<file path="src/rtl/hazard_scoreboard.sv">
// Hazard control for the D/E pipeline: per-register ready countdown, shadow
// E/M/W destination pipe, RET drain FSM -> forwarding selects and stall/flush.
// Latency: all controls combinational in the same cycle; state updates on clk rising edge.
// Backpressure: stalls F/D on data hazards, holds F and flushes D during RET drain.
//
// Ports:
//   clk, rst                      clock, asynchronous active-high reset
//   d_valid, d_second_byte        Decode holds an instruction / its immediate byte
//   d_rs, d_rt, d_uses_rs/rt      Decode source registers and whether they are read
//   d_rd, d_reg_write             Decode destination register and write enable
//   d_is_load, d_is_2byte         memory load / non-forwardable 2-byte (LDM) result
//   d_is_ret                      RET/RTI in Decode
//   e_branch_taken                branch resolved taken in Execute
//   fwd_a, fwd_b                  E operand select: 00 regfile, 10 M result, 01 W result
//   stall_f, stall_d              hold PC / IF-ID register
//   flush_d, flush_e              load a bubble into IF-ID / ID-EX register
//
// Build option: define HAZARD_RF_WRITE_THROUGH_EN when the register file
// returns same-cycle write data; 2-byte results then become readable one cycle sooner.

module hazard_scoreboard #(
    parameter int REG_AW    = 2,
    parameter int LOAD_LAT  = 1,
    parameter int RET_DRAIN = 3
) (
    input  logic              clk,
    input  logic              rst,
    input  logic              d_valid,
    input  logic              d_second_byte,
    input  logic [REG_AW-1:0] d_rs,
    input  logic [REG_AW-1:0] d_rt,
    input  logic              d_uses_rs,
    input  logic              d_uses_rt,
    input  logic [REG_AW-1:0] d_rd,
    input  logic              d_reg_write,
    input  logic              d_is_load,
    input  logic              d_is_2byte,
    input  logic              d_is_ret,
    input  logic              e_branch_taken,
    output logic [1:0]        fwd_a,
    output logic [1:0]        fwd_b,
    output logic              stall_f,
    output logic              stall_d,
    output logic              flush_d,
    output logic              flush_e
);

    localparam int NUM_REGS = 2**REG_AW;

`ifdef HAZARD_RF_WRITE_THROUGH_EN
    // Consumer may read in the same cycle the producer writes back.
    localparam logic [2:0] NWB = 3'd2;
`else
    // Consumer must wait until the producer has left W.
    localparam logic [2:0] NWB = 3'd3;
`endif

    localparam logic [2:0] LOAD_N   = 3'(LOAD_LAT);
    localparam logic [2:0] RET_LOAD = 3'(RET_DRAIN - 1);

    typedef struct packed {
        logic              vld;
        logic [REG_AW-1:0] rd;
        logic              wr;
        logic              fwd_ok;
        logic [REG_AW-1:0] rs;
        logic [REG_AW-1:0] rt;
        logic              second;
    } e_stage_t;

    // M and W only need destination info for forwarding.
    typedef struct packed {
        logic              vld;
        logic [REG_AW-1:0] rd;
        logic              wr;
        logic              fwd_ok;
    } mw_stage_t;

    typedef enum logic {
        S_IDLE,
        S_DRAIN
    } ret_state_t;

    e_stage_t   e_q;
    e_stage_t   e_next;
    mw_stage_t  m_q;
    mw_stage_t  w_q;

    logic [2:0] cnt [NUM_REGS];
    logic [2:0] cnt_set;

    ret_state_t ret_state;
    logic [2:0] ret_cnt;

    logic       rs_busy;
    logic       rt_busy;
    logic       data_hazard;
    logic       ret_active;
    logic       issue;

    function automatic logic [2:0] sat_dec(input logic [2:0] v);
        return (v == 3'd0) ? 3'd0 : v - 3'd1;
    endfunction

    function automatic logic [1:0] fwd_sel(input logic [REG_AW-1:0] src,
                                           input mw_stage_t m,
                                           input mw_stage_t w);
        logic [1:0] sel;
        sel = 2'b00;
        if (m.vld && m.wr && m.fwd_ok && (m.rd == src)) begin
            sel = 2'b10;
        end else if (w.vld && w.wr && w.fwd_ok && (w.rd == src)) begin
            sel = 2'b01;
        end
        return sel;
    endfunction

    // ------------------------------------------------------------------
    // Hazard detection
    // ------------------------------------------------------------------
    assign rs_busy     = d_uses_rs && (cnt[d_rs] != 3'd0);
    assign rt_busy     = d_uses_rt && (cnt[d_rt] != 3'd0);
    assign data_hazard = d_valid && !d_second_byte && (rs_busy || rt_busy);

    // The RET itself holds F from the cycle it sits in D, before the FSM moves.
    assign ret_active  = (ret_state == S_DRAIN) || (d_valid && d_is_ret);

    // Single-winner priority: RET drain, then taken branch, then data hazard.
    // Reset forces every control low even while D inputs are still active.
    always_comb begin
        stall_f = 1'b0;
        stall_d = 1'b0;
        flush_d = 1'b0;
        flush_e = 1'b0;
        if (!rst) begin
            if (ret_active) begin
                stall_f = 1'b1;
                flush_d = 1'b1;
            end else if (e_branch_taken) begin
                flush_d = 1'b1;
                flush_e = 1'b1;
            end else if (data_hazard) begin
                stall_f = 1'b1;
                stall_d = 1'b1;
                flush_e = 1'b1;
            end
        end
    end

    assign issue = d_valid && !d_second_byte && !stall_d && !flush_e;

    // ------------------------------------------------------------------
    // Forwarding
    // ------------------------------------------------------------------
    always_comb begin
        fwd_a = 2'b00;
        fwd_b = 2'b00;
        if (e_q.vld && !e_q.second) begin
            fwd_a = fwd_sel(e_q.rs, m_q, w_q);
            fwd_b = fwd_sel(e_q.rt, m_q, w_q);
        end
    end

    // ------------------------------------------------------------------
    // Shadow pipe
    // ------------------------------------------------------------------
    always_comb begin
        e_next = '0;
        if (issue) begin
            e_next.vld    = 1'b1;
            e_next.rd     = d_rd;
            e_next.wr     = d_reg_write;
            e_next.fwd_ok = !d_is_2byte;
            e_next.rs     = d_rs;
            e_next.rt     = d_rt;
            e_next.second = d_second_byte;
        end
    end

    always_ff @(posedge clk or posedge rst) begin
        if (rst) begin
            e_q <= '0;
            m_q <= '0;
            w_q <= '0;
        end else begin
            e_q <= e_next;
            m_q <= '{vld: e_q.vld, rd: e_q.rd, wr: e_q.wr, fwd_ok: e_q.fwd_ok};
            w_q <= m_q;
        end
    end

    // ------------------------------------------------------------------
    // Scoreboard
    // ------------------------------------------------------------------
    always_comb begin
        cnt_set = 3'd0;
        if (d_is_load) begin
            cnt_set = LOAD_N;
        end else if (d_is_2byte) begin
            cnt_set = NWB;
        end
    end

    // A new writer never shortens an outstanding countdown on the same register.
    always_ff @(posedge clk or posedge rst) begin
        if (rst) begin
            for (int i = 0; i < NUM_REGS; i++) begin
                cnt[i] <= 3'd0;
            end
        end else begin
            for (int i = 0; i < NUM_REGS; i++) begin
                if (issue && d_reg_write && (d_rd == REG_AW'(i))) begin
                    cnt[i] <= (sat_dec(cnt[i]) > cnt_set) ? sat_dec(cnt[i]) : cnt_set;
                end else begin
                    cnt[i] <= sat_dec(cnt[i]);
                end
            end
        end
    end

    // ------------------------------------------------------------------
    // RET drain FSM: the RET cycle itself plus RET_DRAIN-1 cycles in DRAIN.
    // ------------------------------------------------------------------
    always_ff @(posedge clk or posedge rst) begin
        if (rst) begin
            ret_state <= S_IDLE;
            ret_cnt   <= 3'd0;
        end else begin
            case (ret_state)
                S_IDLE: begin
                    if (issue && d_is_ret && (RET_DRAIN > 1)) begin
                        ret_state <= S_DRAIN;
                        ret_cnt   <= RET_LOAD;
                    end
                end
                S_DRAIN: begin
                    ret_cnt <= sat_dec(ret_cnt);
                    if (ret_cnt <= 3'd1) begin
                        ret_state <= S_IDLE;
                    end
                end
            endcase
        end
    end

endmodule

</file>
<file path="config.mk">
export PLATFORM = sky130hd
export DESIGN_NAME = hazard_scoreboard
export DESIGN_NICKNAME = d
export VERILOG_FILES = /design/src/rtl/hazard_scoreboard.sv
export SDC_FILE = /design/constraint.sdc
export NUM_CORES = 1
export LEC_CHECK = 0
export ABC_AREA = 1
export CORE_MARGIN = 5
export CORE_UTILIZATION = 30
export CTS_CLUSTER_DIAMETER = 80
export CTS_CLUSTER_SIZE = 12
export DETAILED_ROUTE_END_ITERATION = 6
export GPL_ROUTABILITY_DRIVEN = 0
export PLACE_DENSITY = 0.51
export SETUP_SLACK_MARGIN = 0.05
export SKIP_CTS_REPAIR_TIMING = 1
export SYNTH_ARGS = -nofsm -noshare
export SYNTH_HDL_FRONTEND = slang
export SYNTH_SLANG_ARGS = --single-unit
</file>
<file path="constraint.sdc">
create_clock -name clk -period 1.7 [get_ports clk]
set_clock_uncertainty 0.15 [all_clocks]
set_input_delay 0.34 -clock clk [delete_from_list [all_inputs] [get_ports clk]]
set_output_delay 0.34 -clock clk [all_outputs]
set_load 0.02 [all_outputs]
</file>
==> results.tsv <==
stage	metric	value	unit
outcome	status	complete, but fails checks	
outcome	violated checks	negative setup slack	
detailed_routing	drt wl/cell	12.2	µm
global_routing	gr busiest metal	met2	
die	FP Rows	29	
die	die area	8310	µm²
clock_tree	CTS Buf Count	5	
setup_path	CP Capture Type	output pin	
detailed_routing	vias per inst	4.57	
yosys	Synth Net Count	280	
pwr	Power, Total	2.56	mW
yosys	cell area after synthesis	1980	µm²
yosys	Area contributors post-synth	dfrtp_1, nand2_1, inv_1, nor2_1, ha_1	
clock_tree	H-tree Lvls	2	
detailed_routing	Post-DRT Antenna Nets	0	
global_routing	pin count of the biggest net entering global routing	37	
clock_tree	CTS clk-pin slew, worst paths	0.08	ns
die	CORE AREA	6390	µm²
pwr	leakage	1.65	nW
sta	RSZ-0062 raised after global routing	true	
yosys	Syn. warnings	0	
yosys	Synth Instances	255	
pwr	P per Cell Area	817	nW/µm²
clock_tree	CTS tree	built	
setup_path	Critical Path RT	1.21	ns
pwr	Max VDD drop	0.000370	V
clock_tree	total number of clock tree sinks	36	
detailed_routing	Iteration-0 DRC Markers	79	
global_routing	global route overflow	0	
sta	Period minus WS final	2.12	ns
yosys	area share of the largest cell type after synthesis	0.456	
sta	Peak Freq	0.473	GHz
yosys	syn_area_per_cell	7.75	µm²
placement	Post-DP HPWL	3720	µm
yosys	leading area contributor after synthesis	dfrtp_1	
setup_path	kind of critical path	flip-flop to output pin	
yosys	sequential-to-total area share from yosys stat	0.456	
global_routing	grt met2 use	0.194	
placement	placed cell count	401	
global_routing	M3 GR Usage	0.0273	
setup_path	crit-path max FO	3	
global_routing	initial antenna violation count	0	
yosys	Yosys cell types	24	
yosys	synthesis-stage register bit count	36	
cells_and_area	area grow syn2layout	58.6	%
die	Initial Utilization	0.310	
sta	Slew Limit Fails	0	
detailed_routing	final wirelength	5130	µm
setup_path	worst path arrival time	1.63	ns
cells_and_area	final net count	367	
die	die extent in x	91.2	µm
clock_tree	CTS Root Cell	clkbuf_8	
clock_tree	Clock Path Buffers	2	
cells_and_area	Final Util	0.491	
global_routing	grt met1 use	0.154	
detailed_routing	drt pass-1 iters	4	
die	Ports	25	
global_routing	gr usage total	0.118	
setup_path	CP startpoint kind	flip-flop	
sta	final setup violation count	28	
die	Die Y	91.2	µm
placement	DP Worst Slack	-1.01	ns
sta	Hold Fails Final Rpt	0	
cells_and_area	layout cells sized above 1	0.426	
sta	final worst-path setup slack	-0.415	ns
cells_and_area	final non-filler cell total	420	
sta	Tcrit/Tclk final	1.24	
run	Max Cap Viol	0	
global_routing	vias in the first global route	1746	
detailed_routing	# DRC	0	
detailed_routing	total number of vias	1920	
cells_and_area	ant diodes	0	
sta	Final Hold Slack	0.202	ns
worst_hold_path	Hold Crit Class	flip-flop to flip-flop	
clock_tree	worst skew pair latency	0.29	ns
global_routing	first-pass GRT wire length	7910	µm
placement	port bufs	24	
path summary, 6_finish.rpt:
path	slack, ns	cells past startpoint	from	end
max reg2reg	-0.32	14	cnt[9]$_DFF_PP0_	cnt[9]$_DFF_PP0_
min	0.20	0	e_q[6]$_DFF_PP0_	m_q[1]$_DFF_PP0_
min in group asynchronous	0.57	4	rst	m_q[0]$_DFF_PP0_
max in group asynchronous	0.50	4	rst	cnt[3]$_DFF_PP0_
min reg2reg	0.20	0	e_q[6]$_DFF_PP0_	m_q[1]$_DFF_PP0_
max	-0.42	11	cnt[6]$_DFF_PP0_	flush_e
worst max-delay path, cell delays in order, from the launching register on:
cell,delay [ns]
dfrtp_1,0.42
nor2_4,0.18
nand3_1,0.10
nand3_1,0.08
nand2_1,0.05
nand2_1,0.06
nand2_2,0.07
nand2_2,0.06
nand2_2,0.07
nand2_4,0.07
inv_2,0.04
buf_6,0.12
stage by stage:
step / cell area (µm²) / TNS [ns]
global route: 3140 / -8.66
detailed placement: 2690 / -17.15
global placement: 2690 / -16.54
floorplan: 2000 / -0.150
CTS: 2770 / -12.15
finish: 3140 / -5.41
placed cells by master (no fill, tap or decap), types with 3 or more instances in the layout:
master	instances
buf_4	54
nand2_1	45
dfrtp_1	36
inv_1	28
nor2_1	21
inv_2	14
nand4_1	13
nand3_1	11
o21ai_1	10
buf_6	10
nor2_2	8
nand3_2	8
nand2_2	8
dlymetal6s2s_1	8
clkdlybuf4s50_1	8
nor2_4	7
nand2_4	6
o21ai_2	6
clkbuf_8	5
ha_4	4
ha_1	4
xor2_1	3
xnor2_1	3
a21oi_2	3
cell usage after synthesis:
master / instances
nand3_1: 19
a21oi_1: 4
nor2_1: 32
nor3_1: 4
o21ai_2: 1
buf_6: 1
xnor2_1: 3
inv_1: 43
nor2_4: 2
inv_2: 1
o21ai_0: 17
nor2_2: 2
a21oi_2: 1
nand2_2: 2
nand4_1: 13
xor2_1: 4
clkbuf_1: 1
nand2_1: 57
conb_1: 1
nor4_1: 1
and3_1: 1
ha_1: 8
nand3_4: 1
dfrtp_1: 36
cells by family after synthesis:
group / synth area share
other: 0.00190
adders and majority gates: 0.0506
buffers and inverters: 0.0911
AOI/OAI and AO/OA: 0.0620
DFF: 0.456
and+or+nand+nor: 0.308
xor gates and xnor gates: 0.0310
state kept, by name, summed over array words and instances, names as in the netlist:
signal and flops:
m_q 5, w_q 5, e_q 10, ret_state 1
ret_cnt 3, cnt 12
layout make-up:
cell class,instances,area [µm²]
fillers,644,3250
multi-input cells,173,1150
flip-flops and latches,36,901
repair buffers,82,723
inverters,44,174
well taps,77,96.3
clock buffers,5,68.8
clock inverters,3,18.8
power by group:
part | leakage (nW) | total, mW | internal, mW | switching, mW
clock network | 0.0479 | 0.611 | 0.285 | 0.325
logic | 1.11 | 0.949 | 0.475 | 0.475
registers | 0.486 | 1.00 | 0.933 | 0.0684
routing by layer:
layer	wire, µm	vias to the layer above
li1	-	990
met1	2290	891
met2	2570	30
met3	180	9
met4	93	0
met5	0	-
Note: power is estimated with default switching activity, not from simulation.
